### config.mk
export PLATFORM = sky130hd
export DESIGN_NAME = sliding_window_scheduler
export DESIGN_NICKNAME = d
export VERILOG_FILES = /design/src/rtl/sliding_window_scheduler_pkg.sv /design/src/rtl/sliding_window_scheduler_detector_step.sv /design/src/rtl/sliding_window_scheduler.sv
export SDC_FILE = /design/constraint.sdc
export NUM_CORES = 1
export LEC_CHECK = 0
export ABC_AREA = 1
export CAP_MARGIN = 10
export CORE_MARGIN = 2
export CORE_UTILIZATION = 34
export DETAILED_ROUTE_END_ITERATION = 8
export PLACE_DENSITY = 0.54
export REMOVE_ABC_BUFFERS = 1
export SETUP_SLACK_MARGIN = 0.2
export SYNTH_ARGS = -nofsm -noshare
export SYNTH_HDL_FRONTEND = slang
export SYNTH_SLANG_ARGS = --single-unit
export TNS_END_PERCENT = 20
### constraint.sdc
create_clock -name clk -period 7.75 [get_ports clk]
set_input_delay 0.775 -clock clk [delete_from_list [all_inputs] [get_ports clk]]
set_output_delay 0.775 -clock clk [all_outputs]
set_load 0.02 [all_outputs]
### src/rtl/sliding_window_scheduler_pkg.sv
// Shared types and constants for the sliding-window pattern scheduler.
// The detector state is the length of the pattern prefix matched so far.
package sliding_window_scheduler_pkg;

  typedef enum logic [2:0] {
    S0 = 3'd0,
    S1 = 3'd1,
    S2 = 3'd2,
    S3 = 3'd3,
    S4 = 3'd4,
    S5 = 3'd5,
    S6 = 3'd6,
    S7 = 3'd7
  } det_state_e;

  localparam logic [7:0] PATTERN       = 8'b11100111;
  localparam int         CNT_W_DEFAULT = 8;

endpackage

### src/rtl/sliding_window_scheduler_detector_step.sv
// Combinational single-bit step of the 11100111 detector.
// One instance is shared by all channels; the caller muxes in the granted context.
module detector_step
  import sliding_window_scheduler_pkg::*;
(
  input  det_state_e state_i,
  input  logic       bit_i,
  output det_state_e next_state_o,
  output logic       dec_o
);

  always_comb begin
    next_state_o = S0;
    dec_o        = 1'b0;
    if (bit_i == PATTERN[3'd7 - state_i]) begin
      // Expected bit: extend the prefix; a full match falls back to the "111" overlap.
      if (state_i == S7) begin
        next_state_o = S3;
        dec_o        = 1'b1;
      end else begin
        next_state_o = det_state_e'(state_i + 3'd1);
      end
    end else begin
      // Mismatch: longest suffix of the seen bits that is still a pattern prefix.
      case (state_i)
        S3:      next_state_o = S3;
        S4:      next_state_o = S1;
        default: next_state_o = S0;
      endcase
    end
  end

endmodule

### src/rtl/sliding_window_scheduler.sv
// Round-robin sharing of one 11100111 detector among N_CH serial channels,
// with per-channel saved detector context and saturating match counters.
module sliding_window_scheduler
  import sliding_window_scheduler_pkg::*;
#(
  parameter int N_CH  = 4,
  parameter int CNT_W = CNT_W_DEFAULT
) (
  input  logic                    clk,
  input  logic                    rst_n,
  input  logic                    clr,
  input  logic [N_CH-1:0]         req,
  input  logic [N_CH-1:0]         bit_in,
  output logic [N_CH-1:0]         gnt,
  output logic                    dec_valid,
  output logic [$clog2(N_CH)-1:0] dec_ch,
  input  logic [$clog2(N_CH)-1:0] cnt_sel,
  output logic [CNT_W-1:0]        cnt_out,
  output logic [3*N_CH-1:0]       ctx_dbg
);

  localparam int IDX_W = $clog2(N_CH);

  // Handshake: bit_in[i] is consumed exactly in a cycle where req[i] & gnt[i];
  // otherwise the source must hold req[i]/bit_in[i] and nothing is taken.

  det_state_e       ctx_q [N_CH];
  logic [CNT_W-1:0] cnt_q [N_CH];
  logic [IDX_W-1:0] ptr_q, ptr_d;
  logic             dec_valid_q;
  logic [IDX_W-1:0] dec_ch_q;

  logic             gnt_any;
  logic [IDX_W-1:0] gnt_idx;
  logic [IDX_W-1:0] scan_idx;
  det_state_e       step_next;
  logic             step_dec;

  always_comb begin
    gnt      = '0;
    gnt_any  = 1'b0;
    gnt_idx  = '0;
    scan_idx = '0;
    if (rst_n && !clr) begin
      for (int k = 0; k < N_CH; k++) begin
        scan_idx = ptr_q + IDX_W'(k);
        if (!gnt_any && req[scan_idx]) begin
          gnt_any = 1'b1;
          gnt_idx = scan_idx;
        end
      end
    end
    gnt[gnt_idx] = gnt_any;
    ptr_d        = gnt_idx + IDX_W'(1);
  end

  detector_step u_step (
    .state_i      (ctx_q[gnt_idx]),
    .bit_i        (bit_in[gnt_idx]),
    .next_state_o (step_next),
    .dec_o        (step_dec)
  );

  always_ff @(posedge clk) begin
    if (!rst_n || clr) begin
      for (int i = 0; i < N_CH; i++) begin
        ctx_q[i] <= S0;
        cnt_q[i] <= '0;
      end
      ptr_q       <= '0;
      dec_valid_q <= 1'b0;
      dec_ch_q    <= '0;
    end else begin
      dec_valid_q <= gnt_any && step_dec;
      if (gnt_any) begin
        ctx_q[gnt_idx] <= step_next;
        ptr_q          <= ptr_d;
        if (step_dec) begin
          dec_ch_q <= gnt_idx;
          if (cnt_q[gnt_idx] != '1) begin
            cnt_q[gnt_idx] <= cnt_q[gnt_idx] + CNT_W'(1);
          end
        end
      end
    end
  end

  assign dec_valid = dec_valid_q;
  assign dec_ch    = dec_ch_q;
  assign cnt_out   = cnt_q[cnt_sel];

  for (genvar i = 0; i < N_CH; i++) begin : g_dbg
    assign ctx_dbg[3*i +: 3] = ctx_q[i];
  end

endmodule

==> impl_metrics.yaml <==
worst_setup_path:
  r2r_slack_ns: 3.22
  rr_worst_depth: 23
  arrival_ns: 4.96
  r2r-start: "ptr_q[0]"
  worst-path-max-fanout: 34
  path_class: "in -> reg"
  cp-start-kind: "primary input"
  critPathCaptureType: "flop"
  required_ns: 7.71
  reg2reg_to: "cnt_q[3][7]"
placement:
  gp_congestion: 0.847
  dp_slack_ns: 2.40
  place_area_um2: 3900
  port_buffers: 39
  dp_hpwl_um: 6300
power:
  power_leakage_nw: 1.72
  finalPower_mw: 0.687
  ir_drop_uv: 70.2
  power_density_nw_per_um2: 172
die:
  core_area_um2: 9820
  io_pins: 40
  initial_core_util_pct: 35.1
  die_x_um: 105
  row_count: 36
  die_h_um: 105
  dieArea_um2: 11000
global_route:
  grt_antenna_before_repair: 0
  overflow: 0
  grt_start_max_net_pins: 35
  gr-usage-all-layers_pct: 16.1
  grt_pass1_wl_um: 14100
  grt_pass1_vias: 2866
clock_network:
  cts_buffers: 5
  clkTransAtPathRegs_ns: 0.10
  clock_latency_ns: 0.32
  cts_resized: 0
  clockRootBuffer: "clkbuf_8"
  postCtsSetupRepairBufs: 0
  cts_hold_buf: 0
  clock-sinks: 49
  clk_path_buf_depth: 2
  htreeDepth: 2
  cts_tree: "done"
routing:
  ant_nets: 0
  wl_um: 8590
  drtIter0Drc: 172
  vias: 2902
  post_drt_via_cell_ratio: 4.77
  dr.pass1.iters: 4
  drc: 0
  post_drt_wl_per_cell_um: 14.1
timing:
  drv_slew: 0
  hold_viol: 0
  fmaxAchievable_mhz: 200
  fin_crit_sh_pct: 64.6
  relSlewSlack_pct: 46.2
  setup_tns_ns: 0
  fin_ws_ns: 2.74
  rsz0062_at_grt: "no"
  clock_skew_ns: 0.0120
  finalSetupViolCount: 0
  worstMarginPinSlew_ns: 0.804
  min_period_ns: 5.01
synth:
  synthesis.area_um2: 3450
  syn_inst: 441
  avgSynthCellArea_um2: 7.82
  ys_warn_count: 0
  ys_seq_area_share_pct: 41.2
  synth-seq-cells: 49
  synth_cell_types: 38
layout:
  num-nets-final: 497
  syn_to_final_growth_pct: 15.6
  num_antenna_cells: 0
  final_area_um2: 3990
  drive_gt1_share_pct: 11.4
  final_common_cell: "nand2_1"
  layout_common_cells: "nand2_1 (109), nor2_1 (67), inv_1 (59)"
  num-fill-cells: 1012
min_path:
  worstHoldStart: "dec_ch[1]"
  whs_endpoint: "dec_ch[1]"
  hold_class: "reg -> reg"
  hold_depth: 2
flow_run:
  maxCapViolCount: 0
outcome:
  status: "finished, final reports clean"
==> sequential cells by signal, indices dropped and copies added, names as in the netlist <==
signal / flops
ctx_q: 12
dec_ch: 2
dec_valid: 1
ptr_q: 2
cnt_q: 32
==> cells by family after synthesis <==
kind of cell / Yosys count / synth area share [%]
flip-flops: 49 / 41.2
AO/OA/AOI/OAI: 45 / 7.32
buffers and inverters: 80 / 10.9
AND/OR/NAND/NOR: 253 / 35.7
XOR/XNOR: 4 / 1.23
adder cells (fa/ha/maj): 10 / 3.63
==> cells in the mapped netlist, drive strengths merged <==
| cell type | n | area share [%] |
|---|---|---|
| nand2 | 123 | 15 |
| nor2 | 74 | 9.2 |
| inv | 65 | 7.3 |
| nand3 | 46 | 9.1 |
| edfxtp | 44 | 38 |
| o21ai | 21 | 3.3 |
| a21oi | 16 | 2.3 |
| buf | 11 | 3.2 |
| ha | 10 | 3.6 |
| dfxtp | 5 | 2.9 |
| o22ai | 5 | 0.91 |
| clkbuf | 4 | 0.43 |
| nand3b | 4 | 0.87 |
| and2 | 2 | 0.36 |
| nor3 | 2 | 0.29 |
| xnor2 | 2 | 0.51 |
| xor2 | 2 | 0.73 |
| a211oi | 1 | 0.22 |
| a32oi | 1 | 0.25 |
| nand4 | 1 | 0.36 |
| o211ai | 1 | 0.36 |
| or2 | 1 | 0.18 |
==> stage by stage <==
stage | utilization, % | instances | hold slack, ns
CTS | 40.6 | 608 | 0.514
global placement | 39.7 | 600 | 0.511
finish | 40.6 | 608 | 0.505
floorplan | - | 426 | 0.542
global route | 40.6 | 608 | 0.528
detailed placement | 39.7 | 600 | 0.500
==> worst max-delay path by stage <==
| stage | startpoint | end |
|---|---|---|
| finish | rst_n | cnt_q[3][7] |
| detailed placement | rst_n | cnt_q[3][2] |
| CTS | rst_n | cnt_q[3][7] |
| global route | rst_n | cnt_q[3][7] |
| global placement | rst_n | cnt_q[3][1] |
| floorplan | rst_n | cnt_q[3][0] |
==> power breakdown <==
part | switching, mW | internal, mW
clock network | 0.0993 | 0.0660
registers | 0.0109 | 0.303
logic | 0.139 | 0.0697
total | 0.249 | 0.438
==> worst max-delay path, stage by stage <==
cell,delay (ns)
clkdlybuf4s50_1,0.46
inv_1,0.05
nor2_1,0.61
nand2_4,0.16
inv_4,0.29
nand2_8,0.23
inv_2,0.31
nand2_1,0.09
nand2_1,0.07
inv_1,0.04
a32oi_1,0.25
inv_1,0.09
ha_1,0.22
nand3_2,0.10
nand3_2,0.08
nand2_4,0.12
nand4_2,0.24
nand2_1,0.13
inv_1,0.04
nor2_1,0.59
==> routing by layer <==
layer  vias up  part of all wire [%]  GRT usage (%)
met4         0                   2.1           6.19
met3        14                   4.3           2.50
met1      1339                    47           21.2
met2        70                    46           26.8
li1       1479                     -              -
met5         -                     0              0
==> layout make-up <==
type | count | area [um^2] | share of cell area (%)
multi-input cells | 312 | 1650 | 41.4
clock buffers | 5 | 68.8 | 1.72
inverters | 65 | 251 | 6.30
repair buffers | 41 | 405 | 10.2
well taps | 133 | 166 | 4.17
flip-flops and latches | 49 | 1420 | 35.6
clock inverters | 3 | 25.0 | 0.627
Power figures use the tool's default switching activity.
